===== config.mk =====
export PLATFORM = sky130hd
export DESIGN_NAME = pc_gen
export DESIGN_NICKNAME = d
export VERILOG_FILES = /design/src/rtl/pc_gen.sv
export SDC_FILE = /design/constraint.sdc
export NUM_CORES = 1
export LEC_CHECK = 0
export ABC_CLOCK_PERIOD_IN_PS = 5600
export BUFFER_PORTS_ARGS = -buffer_cell sky130_fd_sc_hd__buf_2
export CORE_MARGIN = 2
export CORE_UTILIZATION = 55
export CTS_CLUSTER_DIAMETER = 30
export DETAILED_ROUTE_END_ITERATION = 8
export MAX_ROUTING_LAYER = met4
export PLACE_DENSITY = 0.83
export SYNTH_ARGS = -nofsm -noshare
export SYNTH_HDL_FRONTEND = slang
export SYNTH_SLANG_ARGS = --single-unit

===== constraint.sdc =====
create_clock -name clk -period 5.6 [get_ports clk]
set_clock_uncertainty 0.2 [all_clocks]
set_input_delay 0.84 -clock clk [delete_from_list [all_inputs] [get_ports clk]]
set_output_delay 0.84 -clock clk [all_outputs]
set_load 0.005 [all_outputs]

===== src/rtl/pc_gen.sv =====
// Fetch-address generator: next-PC selection with exception/eret redirect,
// a one-entry buffer for decode redirects that arrive while fetch is stalled.
module pc_gen #(
    parameter int unsigned      WIDTH    = 32,
    parameter logic [WIDTH-1:0] RESET_PC = WIDTH'(32'h0000_3000),
    parameter logic [WIDTH-1:0] EXC_PC   = WIDTH'(32'h0000_4180),
    parameter logic [WIDTH-1:0] ADDR_LO  = WIDTH'(32'h0000_3000),
    parameter logic [WIDTH-1:0] ADDR_HI  = WIDTH'(32'h0000_6FFC)
) (
    input  logic             clk,
    input  logic             reset,
    input  logic             stall,
    input  logic [WIDTH-1:0] D_PC,
    input  logic [2:0]       NPCOp,
    input  logic             B_JP,
    input  logic [WIDTH-1:0] RSdata,
    input  logic [25:0]      IR26,
    input  logic             exc_req,
    input  logic             eret_req,
    input  logic [WIDTH-1:0] EPC,
    output logic [WIDTH-1:0] F_PC,
    output logic [WIDTH-1:0] PC8,
    output logic             redirect,
    output logic             pend_valid,
    output logic             fetch_err
);

    localparam int unsigned EXT_W = 64;

    typedef enum logic {
        IDLE = 1'b0,
        PEND = 1'b1
    } state_t;

    state_t           state, state_next;
    logic [WIDTH-1:0] pc_q, pc_next;
    logic [WIDTH-1:0] buf_q, buf_next;
    logic             redirect_q, redirect_next;
    logic             live_redir;
    logic [WIDTH-1:0] target;

    // Decode target; j/jal built at 64 bits so any WIDTH in 16..64 truncates cleanly
    always_comb begin
        target     = D_PC + WIDTH'(4);
        live_redir = 1'b0;
        case (NPCOp)
            3'b001: begin
                target     = D_PC + WIDTH'(4)
                           + WIDTH'({{(EXT_W-18){IR26[15]}}, IR26[15:0], 2'b00});
                live_redir = B_JP;
            end
            3'b010: begin
                target     = WIDTH'((EXT_W'(D_PC) & ~EXT_W'(64'h0FFF_FFFF))
                                    | EXT_W'({IR26, 2'b00}));
                live_redir = 1'b1;
            end
            3'b011: begin
                target     = RSdata;
                live_redir = 1'b1;
            end
            default: begin
                target     = D_PC + WIDTH'(4);
                live_redir = 1'b0;
            end
        endcase
    end

    // Next-PC selection: exc > eret > buffered > live decode > sequential
    always_comb begin
        state_next    = state;
        pc_next       = pc_q;
        buf_next      = buf_q;
        redirect_next = 1'b0;
        if (exc_req) begin
            pc_next       = EXC_PC;
            redirect_next = 1'b1;
            state_next    = IDLE;
        end else if (eret_req) begin
            pc_next       = EPC;
            redirect_next = 1'b1;
            state_next    = IDLE;
        end else if (stall) begin
            if (state == IDLE && live_redir) begin
                buf_next   = target;
                state_next = PEND;
            end
        end else if (state == PEND) begin
            // Buffered target wins; this cycle's live redirect is dropped
            pc_next       = buf_q;
            redirect_next = 1'b1;
            state_next    = IDLE;
        end else if (live_redir) begin
            pc_next       = target;
            redirect_next = 1'b1;
        end else begin
            pc_next       = pc_q + WIDTH'(4);
        end
    end

    always_ff @(posedge clk) begin
        if (!reset) begin
            state      <= IDLE;
            pc_q       <= RESET_PC;
            buf_q      <= '0;
            redirect_q <= 1'b0;
        end else begin
            state      <= state_next;
            pc_q       <= pc_next;
            buf_q      <= buf_next;
            redirect_q <= redirect_next;
        end
    end

    assign F_PC       = pc_q;
    assign redirect   = redirect_q;
    assign pend_valid = (state == PEND);
    assign PC8        = D_PC + WIDTH'(8);
    assign fetch_err  = (pc_q[1:0] != 2'b00) || (pc_q < ADDR_LO) || (pc_q > ADDR_HI);

endmodule


==> After elaboration in Yosys (flattened, before gate mapping) <==
Cells that the tools add are included.
{ "op_classes": {"bitwise_logic": 6, "n_div": 0, "eq_ne": 5, "order_cmp": 2, "muxes": 12, "addsub": 4, "shift": 0, "n_mul": 0, "reduce_logical": 8} }
{ "ops": {"columns": ["operator", "n"], "rows": [
  ["$mux W32", 4],
  ["$pmux W32 S3", 1],
  ["$add A32 B3 Y32 const B", 2],
  ["$add A32 B32 Y32", 1],
  ["$add A32 B4 Y32 const B", 1],
  ["$gt A32 B15 Y1 const B", 1],
  ["$lt A32 B14 Y1 const B", 1],
  ["$or A32 B28 Y32", 1],
  ["$mux W15", 1],
  ["$eq A3 B2 Y1 const B", 2],
  ["$mux W1", 5],
  ["$not A1 Y1", 5],
  ["$reduce_and A4 Y1", 1],
  ["$reduce_or A2 Y1", 2],
  ["$reduce_or A4 Y1", 1],
  ["$eq A3 B1 Y1 const B", 1],
  ["$ne A3 B1 Y1 const B", 1],
  ["$logic_or A1 B1 Y1", 2],
  ["$ne A2 B1 Y1 const B", 1],
  ["$pmux W1 S2", 1],
  ["$reduce_bool A2 Y1", 1],
  ["$logic_and A1 B1 Y1", 1]
]} }
{ "totals": {"rom_bits": 0, "n_memories": 0, "out_inout_bits": 67, "wordCells": 42, "ramBits": 0, "reg_bits": 66, "inputBits": 131, "latch_bits": 0} }

==> Longest topological paths before layout <==
Gate-level depths: netlist (run 1).
{ "logic_depth": {"ltp_word": 8, "depth_mapped": 17, "mapped_depth_nobuf": 15} }

==> Worst setup path after synthesis (run 1) <==
OpenSTA, ideal clock, no wires.
{ "synth_timing": {"kind": "input port to flip-flop", "start": "input port D_PC[2]", "end": "register buf_q[29]", "path_stages": 16, "path_slack_ps": 1166, "arrival_ps": 4119, "t_required_ps": 5285, "setup_time_ps": 115, "path_cell_list": "ha_1 nand3_2 or3_1 buf_6 or2_4 nor2_1 xor2_1 ha_1 clkbuf_1 nand2_1 or4_1 a2111oi_0 o31ai_1 a31oi_1 o21ai_0 and2_1"} }
{ "synth_via": {"elab_chain_cells": 3} }
{ "synth_rtl": {"columns": ["item", "line_no", "text"], "rows": [
  ["start, declared", "13", "input logic [WIDTH-1:0] D_PC,"],
  ["$add A32 B3 Y32 (*)", "48, 62", null],
  ["$add A32 B32 Y32", "49", "+ WIDTH'({{(EXT_W-18){IR26[15]}}, IR26[15:0], 2'b00});"],
  ["$pmux W32 S3 (*)", "46", "case (NPCOp)"],
  ["end signal, assigned", "109", "buf_q <= buf_next;"],
  ["end, declared", "37", "logic [WIDTH-1:0] buf_q, buf_next;"]
]} }
Every way passes the cells marked *; elsewhere a longest branch is shown, timed or not.
A chain may end at the register's enable or synchronous reset.

==> Final worst setup path (run 1) <==
{ "layout_timing": {"start": "input port D_PC[3]", "end": "register pc_q[27], in the netlist F_PC[27]"} }
{ "layout_via": {"elab_chain_cells": 7} }
{ "layout_rtl": {"columns": ["item", "line_no", "text"], "rows": [
  ["$add A32 B3 Y32 (*)", "48, 62", null],
  ["$add A32 B32 Y32", "49", null],
  ["$pmux W32 S3 (*)", "46", null],
  ["$mux W32 (*)", "92", "end else if (live_redir) begin"],
  ["$mux W32 (*)", "87", "end else if (state == PEND) begin"],
  ["$mux W32 (*)", "82", "end else if (stall) begin"],
  ["$mux W32 (*)", "78", "end else if (eret_req) begin"],
  ["end signal, assigned", "108", "pc_q <= pc_next;"],
  ["end, declared", "36", "logic [WIDTH-1:0] pc_q, pc_next;"]
]} }
Every way passes the cells marked *; elsewhere a longest branch is shown, timed or not. The select of a mux whose other input is x is not followed.

==> results of run 1 <==
-- routing by layer --
| layer | wire [um] | global-route usage, % | vias to the layer above |
|---|---|---|---|
| li1 | - | - | 4335 |
| met1 | 11800 | 52.8 | 4257 |
| met2 | 12500 | 59.4 | 627 |
| met3 | 2900 | 3.70 | 59 |
| met4 | 735 | 12.1 | 0 |
| met5 | 0 | - | - |
-- state kept, by name (all words and copies together), names as in the netlist, named ones only --
name and count:
F_PC 30, redirect 1, pend_valid 1, buf_q 32
-- worst max-delay path, cell delays in order --
cell and delay [ns]:
buf_2 0.12, ha_1 0.19, nand3_2 0.11, or3_1 0.56
nor3_1 0.28, nand2_1 0.11, xnor2_1 0.18, ha_1 0.32
a21oi_1 0.27, o21ai_0 0.27, a2111oi_0 0.60, nor2_1 0.16
o31ai_1 0.34, mux2i_1 0.34, nand3_1 0.12, a21oi_1 0.15
-- Yosys cell counts, types with 25 or more instances --
library cell  count  share of area (%)
nand2_1         122                6.0
nor2_1           98                4.8
o21ai_0          91                6.0
a21oi_1          85                5.6
dfxtp_1          66                 17
clkbuf_1         52                2.6
xnor2_1          47                5.4
nand3_1          45                3.0
xor2_1           38                4.4
ha_1             36                5.9
inv_1            26                1.3
nand4_1          26                2.1
nor3_1           25                1.6
-- where the power goes --
part / switching [mW] / internal, mW
clock network: 0.205 / 0.368
logic: 0.352 / 0.226
registers: 0.0268 / 0.489
total: 0.584 / 1.08
-- cells by family after synthesis --
kind of cell    synth area share (%)
mux                             1.87
fa+ha+maj                       6.18
xor+xnor                        10.0
flops                           17.4
simple gates                    27.1
buf+inv                         5.59
compound gates                  31.9
-- final timing paths --
path | from | end | slack, ns | depth (start not counted)
max reg2reg | F_PC[2] | F_PC[22] | 2.71 | 9
max | D_PC[3] | F_PC[27] | 0.72 | 16
min | buf_q[23] | buf_q[23] | 0.27 | 2
min reg2reg | buf_q[23] | buf_q[23] | 0.27 | 2
-- metrics by stage --
stage	hold slack [ns]	setup slack (ns)	total power, mW
after floorplan	0.235	1.17	0.881
after global placement	0.243	0.576	1.08
after detailed placement	0.258	0.508	1.08
after CTS	0.268	0.837	1.65
after global routing	0.287	0.438	1.74
final	0.267	0.716	1.67
-- area by class of cell --
cell class	count	area, um2	share of cell area [%]
Inverter	27	101	1.14
Multi-Input combinational cell	922	5860	65.9
Timing Repair Buffer	212	1100	12.3
Sequential cell	66	1320	14.8
Clock buffer	14	264	2.96
Clock inverter	2	35.0	0.393
Tap cell	176	220	2.47
==> impl_metrics.tcl, run 1 <==
set metrics [dict create \
    status "complete, no violations" \
    crit_type "in -> reg" \
    fill_cells 1237 \
    worstPathMaxFanout 8 \
    syn2layout_area_growth_pct 17.0 \
    cts.hold.buffers_added 0 \
    max_transition_margin_pct 38.1 \
    design.final.nets 1406 \
    final-max-slew-violation-count 0 \
    p_leak_nw 3.81 \
    layoutNonFillerInstCount 1419 \
    fin_crit_sh_pct 87.2 \
    die_area_um2 14800 \
    dominantRegCellSynth "dfxtp_1" \
    syn_area_um2 7610 \
    die_w_um 122 \
    proportion_of_register_bits_with_asynchronous_set_or_reset_after_synthesis_pct 0 \
    synth_cell_types 78 \
    worst_setup_path_end_kind "flop" \
    drcViolationCount 0 \
    viasPerCell 6.54 \
    wire_per_inst_um 19.7 \
    globalplace.congestion 0.985 \
    timing.final.crit_period_ns 4.88 \
    core_um2 13400 \
    fmax_ghz 0.205 \
    synth_warnings 0 \
    detailedPlacementHpwl_um 21000 \
    row_count 42 \
    first_iter_violations 1458 \
    post_layout_inst_area_um2 8900 \
    first_pass_iteration_count_of_the_detailed_router 6 \
    hp-class "reg -> reg" \
    grt_use_total_pct 38.3 \
    start_util_pct 56.8 \
    grt_max_degree 61 \
    insertedDiodeCount 0 \
    placed_standard_cell_area_um2 8610 \
    cts.root.buffer_cell "clkbuf_16" \
    via_count_of_the_first_global_routing_pass 8142 \
    synthesis.instances 1088 \
    clock_insertion_delay_worst_skew_ns 0.34 \
    timing_worst_slew_pin_value_ns 0.925 \
    ctsResizeCount 0 \
    placedCellCount 1403 \
    design.portCount 198 \
    numCtsBuffers 9 \
    fin_tns_setup_ns 0 \
    timing.max_cap.violations 0 \
    cp.arrival_ns 4.96 \
    antenna_found_initial 0 \
    die_height_um 122 \
    synth_fp_nets 1256 \
    antenna_violating_nets_post_route 0 \
    hold_viol 0 \
    power.density_cell_area_nw_per_um2 187 \
    fraction_of_layout_instances_using_a_drive_strength_above_1_pct 20.0 \
    end_of_flow_core_utilization_pct 66.5 \
    ctsLongestPathBuffers 2 \
    vdd.ir_drop.worst_uv 137 \
    drt_wl_total_um 27900 \
    grt-ovfl-total 0 \
    critical_path.startpoint_type "input pin" \
    clock_tree_from_tritoncts "built" \
    rsz0062_at_grt "no" \
    cts_htree_levels 3 \
    most_frequent_standard_cell_in_the_layout_excluding_fill_and_tap_cells "buf_2" \
    synth_seq_cells 66 \
    setup_viol_count_final 0 \
    synth.avg_cell_area_um2 7.00 \
    synth_enable_flop_cells 0 \
    yosysSeqAreaShare_pct 17.4 \
    clk_pin_slew_worst_paths_ns 0.05 \
    global_route_wire_length_before_repair_um 43300 \
    crit_path_required_time_ns 5.67 \
    dr_total_vias 9278 \
    tritoncts_num_sinks 66 \
    portBuffers 197 \
    mostFrequentLayoutCells "buf_2, nand2_1, nor2_1, o21ai_0, a21oi_1" \
    post-cts-setup-buffer-count 0 \
]
Note: power is estimated with default switching activity, not from simulation.
==> inputs of run 2 (changes only) <==
--- a/config.mk
+++ b/config.mk
@@ -6,7 +6,7 @@
 export NUM_CORES = 1
 export LEC_CHECK = 0
 export ABC_CLOCK_PERIOD_IN_PS = 5600
-export BUFFER_PORTS_ARGS = -buffer_cell sky130_fd_sc_hd__buf_2
+export BUFFER_PORTS_ARGS = -buffer_cell sky130_fd_sc_hd__clkbuf_2
 export CORE_MARGIN = 2
 export CORE_UTILIZATION = 55
 export CTS_CLUSTER_DIAMETER = 30
==> run 2 against run 1 <==
Compared with the run above: count of clock-buffer cells in the layout decreased by 2; die area unchanged; largest cell class unchanged; cell count is 0.21% higher; core utilization up 0.13 points; first-iteration DRC count decreased by 18%; global-route usage is essentially flat; maximum frequency up 1.5%.
==> impl_metrics.tcl, run 2 (synthesis gave the netlist of run 1 again) <==
set metrics [dict create \
    row_count 42 \
    hold_end "buf_q[3]" \
    critical_path.cell_chain "clkbuf_2 -> ha_1 -> nand3_2 -> or3_1 -> nor3_1 -> nand2_1 -> xnor2_1 -> ha_1 -> a21oi_1 -> o21ai_0 -> a2111oi_0 -> o211ai_1 -> o21ai_0 -> mux2i_1 -> nor2_1 -> a221oi_1" \
    vdd.ir_drop.worst_uv 149 \
    drcViolationCount 0 \
    hp-start "buf_q[3]" \
    detailedPlacementHpwl_um 21500 \
    clk_pin_slew_worst_paths_ns 0.05 \
    end_of_flow_core_utilization_pct 66.6 \
    fin_tns_setup_ns 0 \
    placedCellCount 1407 \
    setup_ws_ns 0.786 \
    final-max-slew-violation-count 0 \
    first_iter_violations 1197 \
    grt_max_degree 46 \
    cp_slowest_stage_delay_ns 0.61 \
    power.density_cell_area_nw_per_um2 185 \
    critPathSlowestCell "a2111oi_0" \
    globalplace.congestion 1.03 \
    grt_use_total_pct 38.3 \
    global_route_wire_length_before_repair_um 43700 \
    largest_register_ff_count 32 \
    insertedDiodeCount 0 \
    crit_path_required_time_ns 5.64 \
    setup_viol_count_final 0 \
    critical_path.startpoint_type "input pin" \
    post-cts-setup-buffer-count 0 \
    timing.max_cap.violations 0 \
    crit_type "in -> reg" \
    pre_cts_ws_ns 0.515 \
    syn2layout_area_growth_pct 17.2 \
    cts_htree_levels 3 \
    hp-class "reg -> reg" \
    largest-register "buf_q" \
    cp.arrival_ns 4.85 \
    wire_per_inst_um 19.6 \
    design.portCount 198 \
    worst_setup_path_end_kind "flop" \
    portBuffers 197 \
    tritoncts_num_sinks 66 \
    worstPathMaxFanout 8 \
    rsz0062_at_grt "no" \
    max_transition_margin_pct 34.7 \
    r2r-start "F_PC[2]" \
    post_layout_inst_area_um2 8920 \
    dr_total_vias 9251 \
    antenna_found_initial 0 \
    p_leak_nw 3.85 \
    layoutNonFillerInstCount 1422 \
    die_w_um 122 \
    fmax_ghz 0.208 \
    cpLargestDelayFamily "compound AO/OA/AOI/OAI gates" \
    fin_crit_sh_pct 86.0 \
    core_um2 13400 \
    rr_worst_depth 9 \
    start_util_pct 56.8 \
    placed_standard_cell_area_um2 8640 \
    timing.final.crit_period_ns 4.81 \
    hold_viol 0 \
    clock_insertion_delay_worst_skew_ns 0.33 \
    finalHoldWorstSlack_ns 0.267 \
    status "complete, no violations" \
    die_area_um2 14800 \
    ctsLongestPathBuffers 2 \
    clock_tree_from_tritoncts "built" \
    ctsResizeCount 0 \
    total_power_mw 1.65 \
    register_to_register_setup_slack_ns 2.72 \
    timing_worst_slew_pin_value_ns 0.976 \
    first_pass_iteration_count_of_the_detailed_router 5 \
    viasPerCell 6.51 \
    r2r_end "F_PC[22]" \
    numCtsBuffers 9 \
    grt-ovfl-total 0 \
    critical_path.n_buffers_inverters 1 \
    cts.root.buffer_cell "clkbuf_16" \
    hold_depth 2 \
    cts.hold.buffers_added 0 \
    most_frequent_standard_cell_in_the_layout_excluding_fill_and_tap_cells "clkbuf_2" \
    via_count_of_the_first_global_routing_pass 8283 \
    antenna_violating_nets_post_route 0 \
    drt_wl_total_um 27900 \
    mostFrequentLayoutCells "clkbuf_2, nand2_1, nor2_1, o21ai_0, a21oi_1" \
    design.final.nets 1410 \
    die_height_um 122 \
    fraction_of_layout_instances_using_a_drive_strength_above_1_pct 20.3 \
]
## run 2: cell type report
cell class / instances / area (um2)
timing repair buffer: 216 / 1130
sequential: 66 / 1320
tap: 176 / 220
multi-input combinational: 922 / 5860
clock buffer: 12 / 246
clock inverter: 3 / 40.0
inverter: 27 / 101
fill: 1258 / 4480
## run 2: worst max path at each step
stage                        from   endpoint  slack (ns)  depth (start not counted)
after CTS                 D_PC[3]  buf_q[29]        0.85                         14
after detailed placement  D_PC[3]  buf_q[29]        0.51                         14
after global placement    D_PC[3]   F_PC[31]        0.65                         16
after global routing      D_PC[3]   F_PC[31]        0.50                         16
final                     D_PC[3]   F_PC[31]        0.79                         16
after floorplan           D_PC[2]  buf_q[29]        1.17                         16
## run 2: power breakdown
part           switching (mW)  total (mW)  internal, mW  leakage [nW]
clock network           0.203       0.556         0.353         0.142
registers              0.0273       0.516         0.489         0.538
logic                   0.353       0.582         0.229          3.16
## run 2: layer usage
metal | share of wire [%] | GRT usage, %
met5 | 0 | -
met1 | 43 | 52.6
met2 | 44 | 58.5
met3 | 11 | 4.59
met4 | 3.0 | 13.0
## run 2: worst reg2reg max path, cell delays in order, from the launching register on
cell and delay [ns]:
dfxtp_1 0.45, ha_1 0.24, nand3_1 0.20, or3_1 0.55, nor2_1 0.22, and4_1 0.24, xor2_1 0.07, a221oi_1 0.33
nand3b_1 0.11, o21a_1 0.17
